## src/rtl/mem_arbiter_pkg.sv

```systemverilog
// Shared types and constants for the memory arbiter: FSM states, memory widths,
// requester indices and memory function codes.
package mem_arbiter_pkg;

  localparam int MEM_ADDR_W = 16;
  localparam int MEM_DATA_W = 32;

  localparam int REQ_MTU = 0;
  localparam int REQ_NEM = 1;
  localparam int REQ_GC  = 2;

  localparam logic [1:0] FUNC_READ  = 2'd1;
  localparam logic [1:0] FUNC_WRITE = 2'd2;

  typedef enum logic [1:0] {
    ARB_IDLE  = 2'd0,
    ARB_ISSUE = 2'd1,
    ARB_WAIT  = 2'd2,
    ARB_DONE  = 2'd3
  } arb_state_e;

endpackage

```

## src/rtl/mem_arbiter_rr_picker.sv

```systemverilog
// Combinational round-robin picker: the first active request at or after ptr_i
// wins, returned both one-hot and as an index.
module mem_arbiter_rr_picker #(
  parameter int NUM_REQ = 3,
  parameter int IDX_W   = 2
) (
  input  logic [NUM_REQ-1:0] req_i,
  input  logic [IDX_W-1:0]   ptr_i,
  output logic [NUM_REQ-1:0] grant_o,
  output logic [IDX_W-1:0]   idx_o
);

  logic [IDX_W-1:0] cand;

  // Scan farthest-first so the candidate closest to ptr_i is written last.
  always_comb begin
    grant_o = '0;
    idx_o   = '0;
    cand    = '0;
    for (int k = NUM_REQ - 1; k >= 0; k--) begin
      cand = IDX_W'((int'(ptr_i) + k) % NUM_REQ);
      if (req_i[cand]) begin
        grant_o       = '0;
        grant_o[cand] = 1'b1;
        idx_o         = cand;
      end
    end
  end

endmodule

```

## src/rtl/mem_arbiter.sv

```systemverilog
// Round-robin arbiter in front of the single-port memory unit, with bounded lock
// bursts for read-modify-write sequences and a WAIT timeout.
module mem_arbiter
  import mem_arbiter_pkg::*;
#(
  parameter int NUM_REQ  = 3,
  parameter int ADDR_W   = MEM_ADDR_W,
  parameter int DATA_W   = MEM_DATA_W,
  parameter int LOCK_MAX = 8,
  parameter int TIMEOUT  = 255
) (
  input  logic                      clk,
  input  logic                      rst,
  input  logic [NUM_REQ-1:0]        req_execute,
  input  logic [NUM_REQ-1:0]        req_lock,
  input  logic [2*NUM_REQ-1:0]      req_func,
  input  logic [ADDR_W*NUM_REQ-1:0] req_address,
  input  logic [DATA_W*NUM_REQ-1:0] req_write_data,
  output logic [NUM_REQ-1:0]        req_grant,
  output logic [NUM_REQ-1:0]        req_done,
  output logic [DATA_W-1:0]         rd_data,
  output logic                      timeout_err,
  output logic [1:0]                mem_func,
  output logic                      mem_execute,
  output logic [ADDR_W-1:0]         mem_address,
  output logic [DATA_W-1:0]         mem_write_data,
  input  logic [DATA_W-1:0]         mem_read_data,
  input  logic                      mem_ready
);

  localparam int IDX_W  = (NUM_REQ > 1) ? $clog2(NUM_REQ) : 1;
  localparam int LCNT_W = $clog2(LOCK_MAX + 1);
  localparam int WCNT_W = $clog2(TIMEOUT + 1);

  arb_state_e          state_q, state_d;
  logic [NUM_REQ-1:0]  grant_q, grant_d, done_q, done_d;
  logic [IDX_W-1:0]    gidx_q, gidx_d, rr_ptr_q, rr_ptr_d;
  logic [LCNT_W-1:0]   lock_cnt_q, lock_cnt_d;
  logic [WCNT_W-1:0]   wait_cnt_q, wait_cnt_d;
  logic                exec_q, exec_d, tmo_q, tmo_d;
  logic [1:0]          func_q, func_d;
  logic [ADDR_W-1:0]   addr_q, addr_d;
  logic [DATA_W-1:0]   wdata_q, wdata_d, rd_q, rd_d;

  logic [NUM_REQ-1:0]  pick_grant;
  logic [IDX_W-1:0]    pick_idx, load_idx;
  logic                load;

  logic [1:0]          func_arr  [NUM_REQ];
  logic [ADDR_W-1:0]   addr_arr  [NUM_REQ];
  logic [DATA_W-1:0]   wdata_arr [NUM_REQ];

  for (genvar i = 0; i < NUM_REQ; i++) begin : g_unpack
    assign func_arr[i]  = req_func[2*i +: 2];
    assign addr_arr[i]  = req_address[ADDR_W*i +: ADDR_W];
    assign wdata_arr[i] = req_write_data[DATA_W*i +: DATA_W];
  end

  mem_arbiter_rr_picker #(
    .NUM_REQ (NUM_REQ),
    .IDX_W   (IDX_W)
  ) u_picker (
    .req_i   (req_execute),
    .ptr_i   (rr_ptr_q),
    .grant_o (pick_grant),
    .idx_o   (pick_idx)
  );

  always_comb begin
    state_d    = state_q;
    grant_d    = grant_q;
    gidx_d     = gidx_q;
    rr_ptr_d   = rr_ptr_q;
    lock_cnt_d = lock_cnt_q;
    wait_cnt_d = wait_cnt_q;
    exec_d     = exec_q;
    func_d     = func_q;
    addr_d     = addr_q;
    wdata_d    = wdata_q;
    rd_d       = rd_q;
    done_d     = '0;
    tmo_d      = 1'b0;
    load       = 1'b0;
    load_idx   = pick_idx;

    unique case (state_q)
      ARB_IDLE: begin
        if (mem_ready && (|req_execute)) begin
          load    = 1'b1;
          grant_d = pick_grant;
          gidx_d  = pick_idx;
          exec_d  = 1'b1;
          state_d = ARB_ISSUE;
        end
      end
      ARB_ISSUE: begin
        if (!mem_ready) begin
          exec_d     = 1'b0;
          wait_cnt_d = '0;
          state_d    = ARB_WAIT;
        end
      end
      ARB_WAIT: begin
        if (mem_ready) begin
          rd_d    = mem_read_data;
          done_d  = grant_q;
          state_d = ARB_DONE;
        end else if (wait_cnt_q == WCNT_W'(TIMEOUT - 1)) begin
          tmo_d      = 1'b1;
          grant_d    = '0;
          lock_cnt_d = '0;
          state_d    = ARB_IDLE;
        end else begin
          wait_cnt_d = wait_cnt_q + WCNT_W'(1);
        end
      end
      ARB_DONE: begin
        // Locked follow-on goes straight back to ISSUE; the cap forces a release.
        if (req_lock[gidx_q] && req_execute[gidx_q] &&
            (lock_cnt_q < LCNT_W'(LOCK_MAX - 1))) begin
          lock_cnt_d = lock_cnt_q + LCNT_W'(1);
          load       = 1'b1;
          load_idx   = gidx_q;
          exec_d     = 1'b1;
          state_d    = ARB_ISSUE;
        end else begin
          lock_cnt_d = '0;
          rr_ptr_d   = (gidx_q == IDX_W'(NUM_REQ - 1)) ? '0 : gidx_q + IDX_W'(1);
          grant_d    = '0;
          state_d    = ARB_IDLE;
        end
      end
      default: state_d = ARB_IDLE;
    endcase

    if (load) begin
      func_d  = func_arr[load_idx];
      addr_d  = addr_arr[load_idx];
      wdata_d = wdata_arr[load_idx];
    end
  end

  always_ff @(posedge clk or posedge rst) begin
    if (rst) begin
      state_q    <= ARB_IDLE;
      grant_q    <= '0;
      gidx_q     <= '0;
      rr_ptr_q   <= '0;
      lock_cnt_q <= '0;
      wait_cnt_q <= '0;
      exec_q     <= 1'b0;
      func_q     <= '0;
      addr_q     <= '0;
      wdata_q    <= '0;
      rd_q       <= '0;
      done_q     <= '0;
      tmo_q      <= 1'b0;
    end else begin
      state_q    <= state_d;
      grant_q    <= grant_d;
      gidx_q     <= gidx_d;
      rr_ptr_q   <= rr_ptr_d;
      lock_cnt_q <= lock_cnt_d;
      wait_cnt_q <= wait_cnt_d;
      exec_q     <= exec_d;
      func_q     <= func_d;
      addr_q     <= addr_d;
      wdata_q    <= wdata_d;
      rd_q       <= rd_d;
      done_q     <= done_d;
      tmo_q      <= tmo_d;
    end
  end

  assign req_grant      = grant_q;
  assign req_done       = done_q;
  assign rd_data        = rd_q;
  assign timeout_err    = tmo_q;
  assign mem_func       = func_q;
  assign mem_execute    = exec_q;
  assign mem_address    = addr_q;
  assign mem_write_data = wdata_q;

endmodule
```

## config.mk

```make
export PLATFORM = sky130hd
export DESIGN_NAME = mem_arbiter
export DESIGN_NICKNAME = d
export VERILOG_FILES = /design/src/rtl/mem_arbiter_pkg.sv /design/src/rtl/mem_arbiter_rr_picker.sv /design/src/rtl/mem_arbiter.sv
export SDC_FILE = /design/constraint.sdc
export NUM_CORES = 1
export LEC_CHECK = 0
export BUFFER_PORTS_ARGS = -buffer_cell sky130_fd_sc_hd__buf_2
export CAP_MARGIN = 20
export CORE_UTILIZATION = 40
export DETAILED_ROUTE_END_ITERATION = 10
export PLACE_DENSITY = 0.7
export SLEW_MARGIN = 15
export SYNTH_ARGS = -nofsm -noshare
export SYNTH_HDL_FRONTEND = slang
export SYNTH_HIERARCHICAL = 1
export SYNTH_SLANG_ARGS = --single-unit
```

## constraint.sdc

```tcl
create_clock -name clk -period 3.2 [get_ports clk]
set_input_delay 0.32 -clock clk [delete_from_list [all_inputs] [get_ports clk]]
set_output_delay 0.32 -clock clk [all_outputs]
set_load 0.01 [all_outputs]
```

* Word level (Yosys, flattened, before mapping)
Index checks and enable logic that the tools add are counted.
Storage, ports and cells: register bits after elaboration 108, bits of input ports 191, output and inout port bits 90, word-level logic and storage cells 130
Cells by class: add/subtract/negate cells 5, div/mod/pow operators 3, $lt $le $gt $ge 9, equal/unequal tests 13, multiplexer cells 65, bitwise operators 2, reductions and logical operators 20
Operator list (count):
- $bmux 32 s2 | 1
- $mod 32x3->32 const B | 2
- $mux 32 | 2
- $bmux 16 s2 | 1
- $mod 3x3->32 const B | 1
- $mux 16 | 2
- $mux 3 | 9
- $mux 2 | 12
- $mux 8 | 3
- $mux 1 | 17
- $pmux 8 s2 | 1
- $ne 2x2->1 const B | 7
- $lt 2x3->1 const B | 4
- $mux 4 | 3
- $bmux 1 s2 | 5
- $pmux 3 s3 | 1
- $add 8x1->8 const B | 1
- $eq 8x8->1 const B | 1
- $pmux 2 s4 | 1
- $pmux 4 s2 | 1
- $reduce_and 4->1 | 2
- $demux 1 s2 | 3
- $eq 2x2->1 const B | 3
- $ge 2x1->1 const B | 3
- 21 further kinds | 31

* Longest topological paths before layout
Gate-level depths: netlist (run 1).
depth in word-level cells 13, depth in mapped cells 13

* Modules after synthesis
The synthesis (run 1) kept the hierarchy.
By module, submodules not included:
- mem_arbiter | times used 1, cells each 778, area an instance 7034.2 sq um
- mem_arbiter_rr_picker | times used 1, cells each 50, area an instance 356.6 sq um

* Worst setup path before layout (run 1)
OpenSTA, ideal clock, no wires.
kind register to register, start point reg rr_ptr_q[0], end point reg addr_q[0] (netlist: mem_address[0]), library setup time 90 ps, arrival 2572 ps, data required time 3110 ps, slack 538 ps, stages on the path, launching flop included 12, path buffers 2, period minus slack after synthesis 2662 ps, cells stage by stage dfrtp_1 > inv_1 > ha_1 > buf_6 > mux2i_2 > o221ai_1 > o2bb2ai_1 > or4b_2 > a21oi_1 > a31oi_1 > clkbuf_1 > o221ai_1
On the way: longest elaborated chain between the ends 13, elaborated cells between the ends (all ways) 20, those cells by class add/sub: 2; div: 3; mux: 14; bitwise: 1
RTL lines:
- start: declaration | line mem_arbiter.sv:37 | logic [IDX_W-1:0] gidx_q, gidx_d, rr_ptr_q, rr_ptr_d;
- start signal: assignment | line mem_arbiter.sv:162 | rr_ptr_q <= rr_ptr_d;
- $add 2x2->3 | line mem_arbiter_rr_picker.sv:21 | cand = IDX_W'((int'(ptr_i) + k) % NUM_REQ);
- $mod 32x3->32 | line mem_arbiter_rr_picker.sv:21
- $bmux 1 s2 | line mem_arbiter_rr_picker.sv:22 | if (req_i[cand]) begin
- $mux 1 (implied by the code) | line mem_arbiter_rr_picker.sv:22
- $mux 2 (2 in a row) | line mem_arbiter_rr_picker.sv:22
- $mux 2 * | line mem_arbiter_rr_picker.sv:22
- named net pick_idx[0] | line mem_arbiter.sv:46 | logic [IDX_W-1:0] pick_idx, load_idx;
- $mux 2 | line mem_arbiter.sv:119 | if (req_lock[gidx_q] && req_execute[gidx_q] &&
- $mux 2 * | line mem_arbiter.sv:86 | unique case (state_q)
- $not 2->3 (implied by the code) * | line mem_arbiter.sv:138 | addr_d = addr_arr[load_idx];
- $bmux 16 s2 * | line mem_arbiter.sv:138
- $mux 16 (implied by the code) * (2 in a row) | line mem_arbiter.sv:138
- end signal: assignment | line mem_arbiter.sv:167 | addr_q <= addr_d;
- end: declaration | line mem_arbiter.sv:42 | logic [ADDR_W-1:0] addr_q, addr_d;
Mark *: on every way through the listed nets, which the timed path passes. The rest lies on a longest branch. The select of a mux whose other input is x is not followed. A chain may end at the register's enable or synchronous reset.

* Worst setup path in the final report (run 1)
start point reg rr_ptr_q[1], end point reg wdata_q[24] (netlist: mem_write_data[24])
On the way: longest elaborated chain between the ends 13, elaborated cells between the ends (all ways) 20, those cells by class add/sub: 2; div: 3; mux: 14; bitwise: 1
RTL lines:
- $add 2x2->3 | line mem_arbiter_rr_picker.sv:21
- $mod 32x3->32 | line mem_arbiter_rr_picker.sv:21
- $bmux 1 s2 | line mem_arbiter_rr_picker.sv:22
- $mux 1 (implied by the code) | line mem_arbiter_rr_picker.sv:22
- $mux 2 (2 in a row) | line mem_arbiter_rr_picker.sv:22
- $mux 2 * | line mem_arbiter_rr_picker.sv:22
- named net pick_idx[0] | line mem_arbiter.sv:46
- $mux 2 | line mem_arbiter.sv:119
- $mux 2 * | line mem_arbiter.sv:86
- $not 2->3 (implied by the code) * | line mem_arbiter.sv:139 | wdata_d = wdata_arr[load_idx];
- $bmux 32 s2 * | line mem_arbiter.sv:139
- $mux 32 (implied by the code) * (2 in a row) | line mem_arbiter.sv:139
- end signal: assignment | line mem_arbiter.sv:168 | wdata_q <= wdata_d;
- end: declaration | line mem_arbiter.sv:43 | logic [DATA_W-1:0] wdata_q, wdata_d, rd_q, rd_d;
Marks and branches as above.

==> results of run 1 <==
-- cell type report --
class	count	area, sq um
timing repair buffer	302	1620
sequential	108	2710
inverter	115	437
clock inverter	7	108
clock buffer	9	225
fill	1705	8670
multi-input combinational	524	3980
tap	229	287
-- logic make-up after synthesis --
group                      share of synthesized area [%]
adders and majority gates                           2.20
AOI/OAI and AO/OA                                   27.4
and+or+nand+nor                                     15.7
buffers and inverters                               10.7
DFF                                                 36.6
xor gates and xnor gates                           0.711
muxes                                               6.79
-- power groups by stage --
stage | clock network [mW] | logic [mW] | registers, mW
floorplan | 0 | 3.12 | 2.47
global placement | 0 | 4.70 | 2.35
detailed placement | 0 | 4.83 | 2.36
CTS | 1.28 | 4.83 | 2.35
global route | 1.33 | 5.31 | 2.43
finish | 1.26 | 4.85 | 2.35
-- layout by cell type, fill, tap and decap left out, types with 8 or more instances in the layout --
| cell type | n |
|---|---|
| nand2b_1 | 50 |
| a22oi_1 | 50 |
| mux2_2 | 38 |
| buf_4 | 18 |
| clkbuf_16 | 9 |
| nand2_1 | 65 |
| a311oi_1 | 52 |
| buf_2 | 280 |
| ha_1 | 11 |
| a21oi_1 | 8 |
| o221ai_2 | 30 |
| inv_1 | 113 |
| o221ai_1 | 21 |
| o21ai_0 | 59 |
| nor4_1 | 51 |
| dfrtp_1 | 107 |
| nor2_1 | 18 |
-- worst min path at each step --
stage	end	from	cells past startpoint	slack, ns
floorplan	rd_data[29]	mem_read_data[29]	1	0.47
global placement	mem_write_data[28]	rst	2	0.41
detailed placement	mem_address[2]	rst	2	0.41
CTS	mem_address[2]	rst	2	0.03
global route	mem_write_data[28]	rst	2	0.05
finish	mem_write_data[28]	rst	2	0.009
-- what timing repair did --
action                                 4_1_cts  5_1_grt
endpoints found under the hold margin        0        0
setup endpoints to repair                    0       50
gates resized for setup                      0        3
-- per-stage QoR --
stage	utilization [%]	hold WS [ns]	worst slack (ns)
5_1_grt	51.9	0.0494	0.0489
4_1_cts	51.8	0.0264	0.0807
2_1_floorplan	-	0.470	0.0344
3_5_place_dp	50.0	0.406	0.127
6_report	51.9	0.00870	0.199
3_3_place_gp	50.0	0.414	0.200
-- flip-flops by register name, summed over array words and instances, names as in the netlist --
name and flops:
timeout_err 1, req_done 3, gidx_q 2, mem_write_data 32, rd_data 32, wait_cnt_q 8, mem_address 16, req_grant 3
lock_cnt_q 4, mem_func 2, mem_execute 1, rr_ptr_q 2, state_q 2
-- per-layer routing --
layer / wire length, um / track usage (%)
met1: 10200 / 31.1
met4: 407 / 7.91
met3: 2140 / 7.05
met5: 10 / 0
met2: 11500 / 41.7
==> impl_metrics.tcl, run 1 <==
set metrics [dict create \
    worstPathRequired_ns 3.46 \
    postCtsSetupBuffers 0 \
    regToRegStartpoint "rr_ptr_q[1]" \
    finalPower_mw 8.45 \
    synth_top_area_cell "dfrtp_1" \
    fmax_mhz 333 \
    slew_headroom_pct 37.0 \
    ys_top_cells_by_area "dfrtp_1 (37%), a311oi_1 (6.2%), o221ai_2 (6.1%)" \
    start_util_pct 41.0 \
    final_area_sq_mm 0.00936 \
    yosys_most_used_dff "dfrtp_1" \
    arrival_ns 3.26 \
    synth_area_sq_mm 0.00739 \
    synth_edf_count 0 \
    htreeDepth 3 \
    path_cells "inv_1 > ha_1 > buf_4 > nor3b_1 > o21ai_0 > o21ai_0 > o2bb2ai_4 > or4b_2 > a21oi_2 > a31oi_4 > buf_12 > o221ai_1" \
    setup-violations-final 0 \
    diodes 0 \
    overflow 0 \
    syn_to_final_growth_pct 26.6 \
    hold_viol_final 0 \
    tightest_slew_ns 0.933 \
    gp_congestion 0.869 \
    clkPwrFrac_pct 14.9 \
    die_h_um 138 \
    outcome "finished, final reports clean" \
    cts_hold_buf 0 \
    grt_usage_pct 25.0 \
    p_switching_mw 3.82 \
    antenna_found_initial 1 \
    crit_path_end "mem_write_data[24]" \
    slowest_delay_ns 0.68 \
    maxCapViolations 0 \
    layout-drive-gt1-share_pct 38.2 \
    drt-total-wl_um 24200 \
    fin_skew_ns 0.0112 \
    hold_class "primary input to async pin" \
    p_int_mw 4.63 \
    path_max_fanout 27 \
    setup_tns_ns 0 \
    cp-end-kind "flop" \
    combPwrFrac_pct 57.3 \
    path_depth 12 \
    dp_hpwl_um 16600 \
    max-clock-path-buffers 2 \
    vias 7447 \
    nets 1264 \
    clock_sinks 108 \
    cellPowerDensity_mw_per_mm2 903 \
    worstSetupStartpointType "flop" \
    cts_buffers 9 \
    die_area_sq_mm 0.0190 \
    place_area_sq_mm 0.00901 \
    critPathTopFamily "compound AO/OA/AOI/OAI gates" \
    crit_slowest_cell "or4b_2" \
    timing.rr.end "mem_write_data[24]" \
    syn_avg_cell_area_sq_um 8.93 \
    via_per_inst 5.76 \
    yosysTopAreaCellShare_pct 36.6 \
    yosysMostFrequentCell "inv_1" \
    row_count 49 \
    ant_nets 0 \
    post-route-drc-count 0 \
    syn-num-nets 1032 \
    clkLatencyLatePin_ns 0.36 \
    crit_path_start "rr_ptr_q[1]" \
    synthCells 828 \
    seqPwrFrac_pct 27.8 \
    io_pins 281 \
    crit_buf_inv 3 \
    die_width_um 138 \
    finalCriticalPeriod_ns 3.00 \
    power_leakage_nw 4.64 \
    clkTransAtPathRegs_ns 0.07 \
    crit_top_cell "o21ai_0" \
    post_drt_wl_per_cell_um 18.7 \
    yosysSeqAreaShare_pct 36.6 \
    rsz0062_at_grt "false" \
    reg2reg_setup_slack_ns 0.20 \
    core_sq_mm 0.0180 \
    timing.final.crit_share_pct 93.8 \
    synth-seq-cells 108 \
    yosysUniqueCellTypes 58 \
    grt_max_degree 102 \
    drv_slew 0 \
    switching_share_pct 45.2 \
    port-buffer-count 280 \
    rr_worst_depth 12 \
    ir_drop_uv 490 \
    instances_no_fill 1294 \
    ys_top_cells_by_count "inv_1 (114), dfrtp_1 (108), nand2_1 (65), clkbuf_1 (63), o21ai_0 (59)" \
    placed_cells 1278 \
    crit_type "flop to flop" \
    cts_root_buf "clkbuf_16" \
    drt-initial-drc-count 394 \
    async_reset_ff_share_pct 100 \
    ys_warn_count 6 \
    first_global_vias 7158 \
    grt_pass1_wl_um 37000 \
    cts_tree "built" \
    first_pass_iters 5 \
]
(Power assumes the default switching activity.)
==> run 2: changes to the inputs <==
--- a/config.mk
+++ b/config.mk
@@ -5,11 +5,12 @@
 export SDC_FILE = /design/constraint.sdc
 export NUM_CORES = 1
 export LEC_CHECK = 0
-export BUFFER_PORTS_ARGS = -buffer_cell sky130_fd_sc_hd__buf_2
+export BUFFER_PORTS_ARGS = -buffer_cell sky130_fd_sc_hd__clkbuf_2
 export CAP_MARGIN = 20
-export CORE_UTILIZATION = 40
+export CORE_MARGIN = 5
+export CORE_UTILIZATION = 45
 export DETAILED_ROUTE_END_ITERATION = 10
-export PLACE_DENSITY = 0.7
+export PLACE_DENSITY = 0.77
 export SLEW_MARGIN = 15
 export SYNTH_ARGS = -nofsm -noshare
 export SYNTH_HDL_FRONTEND = slang
==> impl_metrics.tcl, run 2 (synthesis results as in run 1) <==
set metrics [dict create \
    outcome "finished, final reports clean" \
    row_count 46 \
    clock_sinks 108 \
    fmax_mhz 334 \
    port-buffer-count 280 \
    multi_input_area_sq_mm 0.00398 \
    use_met3_pct 6.76 \
    via_per_inst 5.90 \
    drv_slew 0 \
    htreeDepth 3 \
    die_area_sq_mm 0.0191 \
    nets 1265 \
    ir_drop_uv 627 \
    dp_hpwl_um 17300 \
    layout-drive-gt1-share_pct 38.3 \
    place_area_sq_mm 0.00900 \
    grt_use_met2_pct 41.9 \
    switching_share_pct 45.7 \
    grt_usage_pct 25.3 \
    drt-initial-drc-count 451 \
    arrival_ns 3.25 \
    p_int_mw 4.50 \
    cellPowerDensity_mw_per_mm2 891 \
    crit_type "flop to flop" \
    grt_max_degree 102 \
    nFillCells 1491 \
    p_switching_mw 3.79 \
    clkLatencyLatePin_ns 0.35 \
    cts_root_buf "clkbuf_16" \
    vias 7566 \
    slew_headroom_pct 44.8 \
    cts_repair_resize_count 0 \
    gp_congestion 0.939 \
    regArea_sq_mm 0.00271 \
    start_util_pct 46.2 \
    hold_viol_final 0 \
    antenna_found_initial 1 \
    grt_busiest_layer "met2" \
    cts_buffers 9 \
    clkTransAtPathRegs_ns 0.08 \
    grt_pass1_wl_um 40400 \
    power_leakage_nw 4.65 \
    fin_skew_ns 0.00951 \
    first_pass_iters 5 \
    post-route-drc-count 0 \
    post_drt_wl_per_cell_um 19.2 \
    overflow 0 \
    max-clock-path-buffers 2 \
    timing.final.crit_share_pct 93.7 \
    die_width_um 138 \
    first_global_vias 7761 \
    clkPwrFrac_pct 13.1 \
    cp-end-kind "flop" \
    cts_tree "built" \
    core_sq_mm 0.0160 \
    ant_nets 0 \
    drt-total-wl_um 24600 \
    layout_common_cells "clkbuf_2 (280), inv_1 (113), dfrtp_1 (107), nand2_1 (65), o21ai_0 (59)" \
    tightest_slew_ns 0.828 \
    hold_class "primary input to async pin" \
    combPwrFrac_pct 58.4 \
    path_max_fanout 20 \
    die_h_um 138 \
    worstSetupStartpointType "flop" \
    cts_hold_buf 0 \
    maxCapViolations 0 \
    postCtsSetupBuffers 0 \
    finalCriticalPeriod_ns 3.00 \
    worstPathRequired_ns 3.46 \
    final_area_sq_mm 0.00931 \
    rsz0062_at_grt "false" \
    syn_to_final_growth_pct 25.9 \
    grt.met1_usage_pct 32.6 \
    setup-violations-final 0 \
    finalPower_mw 8.29 \
    layout_commonest_cell "clkbuf_2" \
    seqPwrFrac_pct 28.5 \
    setup_tns_ns 0 \
    io_pins 281 \
]
run 2: metrics by stage:
stage                     setup slack (ns)  utilization [%]  hold slack (ns)  instances
after floorplan                     0.0344                -            0.470        828
after global placement               0.150             56.2            0.469       1266
after detailed placement            0.0639             56.2            0.468       1266
after CTS                           0.0520             58.0           0.0955       1281
after global routing                0.0332             58.2            0.131       1282
final                                0.203             58.2           0.0670       1282
run 2: power groups by stage:
| stage | clock network (mW) | logic, mW | registers (mW) |
|---|---|---|---|
| after floorplan | 0 | 3.12 | 2.47 |
| after global placement | 0 | 4.68 | 2.36 |
| after detailed placement | 0 | 4.80 | 2.37 |
| after CTS | 1.11 | 4.80 | 2.36 |
| after global routing | 1.17 | 5.29 | 2.44 |
| final | 1.09 | 4.85 | 2.36 |
run 2: routing by layer:
metal	wire length, um	vias to the layer above
met2	11600	391
met3	2390	34
met1	10100	3637
met5	0	-
li1	-	3504
met4	450	0
run 2: worst paths after layout:
kind	startpoint	end	slack, ns	cells past startpoint
worst min-delay path	rst	mem_address[2]	0.07	2
worst min register to register	rd_data[7]	rd_data[7]	0.51	1
max in group asynchronous	rst	req_done[1]	2.26	3
worst max register to register	rr_ptr_q[1]	mem_address[13]	0.20	12
min in group clk	mem_read_data[21]	rd_data[21]	0.20	2
worst max-delay path	rr_ptr_q[1]	mem_address[13]	0.20	12
run 2: worst max-delay path, stage by stage, from the launching register on:
cell,delay [ns]
dfrtp_1,0.44
inv_1,0.11
ha_2,0.24
buf_4,0.19
nor3b_1,0.07
o21ai_0,0.14
o21ai_0,0.16
o2bb2ai_4,0.16
or4b_2,0.69
a21oi_2,0.17
a31oi_4,0.06
buf_4,0.26
o221ai_1,0.22
run 2: area by class of cell:
cell class | count | share of cell area [%]
clock buffers | 11 | 2.72
clock inverters | 4 | 0.350
repair buffers | 303 | 17.5
flip-flops and latches | 108 | 29.1
well taps | 216 | 2.90
inverters | 115 | 4.69
diodes | 1 | 0.0269
multi-input cells | 524 | 42.8
==> run 3: changes to the inputs <==
--- a/config.mk
+++ b/config.mk
@@ -7,6 +7,7 @@
 export LEC_CHECK = 0
 export BUFFER_PORTS_ARGS = -buffer_cell sky130_fd_sc_hd__clkbuf_2
 export CAP_MARGIN = 20
+export CORE_ASPECT_RATIO = 0.7
 export CORE_MARGIN = 5
 export CORE_UTILIZATION = 45
 export DETAILED_ROUTE_END_ITERATION = 10
==> impl_metrics.tcl, run 3 (synthesis results as in run 1) <==
set metrics [dict create \
    start_util_pct 45.6 \
    nFillCells 1460 \
    htreeDepth 3 \
    hold_viol_final 0 \
    layout-drive-gt1-share_pct 38.3 \
    post-route-drc-count 0 \
    finalCriticalPeriod_ns 3.02 \
    clock_sinks 108 \
    ir_drop_uv 532 \
    port-buffer-count 280 \
    postCtsSetupBuffers 0 \
    nets 1265 \
    cp-end-kind "flop" \
    hold_class "primary input to async pin" \
    overflow 0 \
    rsz0062_at_grt "false" \
    path_cells "inv_1 > ha_1 > nand2_1 > nor3b_1 > o221ai_1 > o2bb2ai_4 > or4b_2 > a21oi_2 > a31oi_4 > buf_4 > o221ai_1" \
    cts_tree "built" \
    maxCapViolations 0 \
    vias 7412 \
    critPathTopFamily "simple AND/OR/NAND/NOR gates" \
    tightest_slew_ns 1.10 \
    pre_cts_slack_ns 0.0358 \
    grt_max_degree 105 \
    instances_no_fill 1292 \
    gp_congestion 0.887 \
    clkLatencyLatePin_ns 0.34 \
    row_count 39 \
    met1Wirelength_um 10500 \
    cts_root_buf "clkbuf_16" \
    worstSetupStartpointType "flop" \
    io_pins 281 \
    die_area_sq_mm 0.0191 \
    final.setup.worst_slack_ns 0.177 \
    worstPathRequired_ns 3.46 \
    crit_type "flop to flop" \
    path_max_fanout 17 \
    max-clock-path-buffers 2 \
    core_sq_mm 0.0162 \
    slowest_delay_ns 0.70 \
    crit_slowest_cell "or4b_2" \
    setup-violations-final 0 \
    syn_to_final_growth_pct 26.3 \
    drt-total-wl_um 25000 \
    layout_common_cells "clkbuf_2 (281), inv_1 (113), dfrtp_1 (107), nand2_1 (65), o21ai_0 (59)" \
    die_h_um 117 \
    hold_slack_ns 0.132 \
    drt-initial-drc-count 658 \
    slew_headroom_pct 26.8 \
    wl_met3_um 2470 \
    multi_input_area_sq_mm 0.00398 \
    regArea_sq_mm 0.00271 \
    setup_tns_ns 0 \
    ant_nets 0 \
    grt_usage_pct 25.3 \
    drv_slew 0 \
    timing.final.crit_share_pct 94.5 \
    power_leakage_nw 4.66 \
    fin_skew_ns 0.00742 \
    met2_length_um 11700 \
    cellPowerDensity_mw_per_mm2 897 \
    first_global_vias 7282 \
    crit_buf_inv 2 \
    antenna_found_initial 0 \
    fmax_mhz 331 \
    die_width_um 163 \
    outcome "finished, final reports clean" \
    placed_cells 1274 \
    highest_layer "met4" \
    layout_commonest_cell "clkbuf_2" \
    crit_top_cell "o221ai_1" \
    cts_buffers 9 \
    grt_pass1_wl_um 38600 \
    arrival_ns 3.28 \
    post_drt_wl_per_cell_um 19.4 \
    first_pass_iters 5 \
    via_per_inst 5.74 \
    clkTransAtPathRegs_ns 0.08 \
    dp_hpwl_um 17800 \
]
## run 3: cell types whose count changed in the layout (fill, tap and decap cells not counted)
cell,before,now
ha_1,10,11
buf_4,19,18
clkbuf_8,2,1
inv_6,1,3
ha_2,2,1
clkinv_8,0,2
clkinvlp_4,2,0
clkbuf_2,280,281
## run 3: per-stage QoR
| step | utilization [%] | total power [mW] | instance area [sq um] |
|---|---|---|---|
| 2_1_floorplan | - | 5.59 | 7390 |
| 3_3_place_gp | 55.6 | 7.08 | 9000 |
| 3_5_place_dp | 55.6 | 7.22 | 9000 |
| 4_1_cts | 57.5 | 8.37 | 9310 |
| 5_1_grt | 57.6 | 8.99 | 9330 |
| 6_report | 57.6 | 8.37 | 9330 |
## run 3: area by class of cell
type                       instances  share of cell area (%)
clock buffer                      10                    2.56
tap                              225                    3.02
antenna                            1                  0.0268
inverter                         115                    4.68
clock inverter                     6                   0.724
timing repair buffer             303                    17.4
sequential                       108                    29.0
multi-input combinational        524                    42.6
## run 3: report_power, final
part           total [mW]  switching [mW]  internal [mW]
clock                1.13           0.560          0.574
combinational        4.92            2.93           1.99
sequential           2.31           0.368           1.94
## run 3: final timing paths
kind / slack [ns] / cells past startpoint / to / from
min in group clk: 0.21 / 2 / rd_data[17] / mem_read_data[17]
max in group asynchronous: 2.16 / 3 / rd_data[2] / rst
worst max register to register: 0.18 / 11 / mem_address[12] / rr_ptr_q[1]
worst min-delay path: 0.13 / 2 / req_done[0] / rst
worst max-delay path: 0.18 / 11 / mem_address[12] / rr_ptr_q[1]
worst min register to register: 0.51 / 1 / rd_data[15] / rd_data[15]
## run 3: metal layers
metal	vias to the layer above	track usage (%)
met4	0	6.03
met1	3519	33.6
met2	366	41.2
met5	-	0
li1	3497	-
met3	30	7.39
## run 3: timing repair
action,CTS,global route
gates resized for setup,0,3
setup endpoints to repair,0,50
hold buffers,0,0
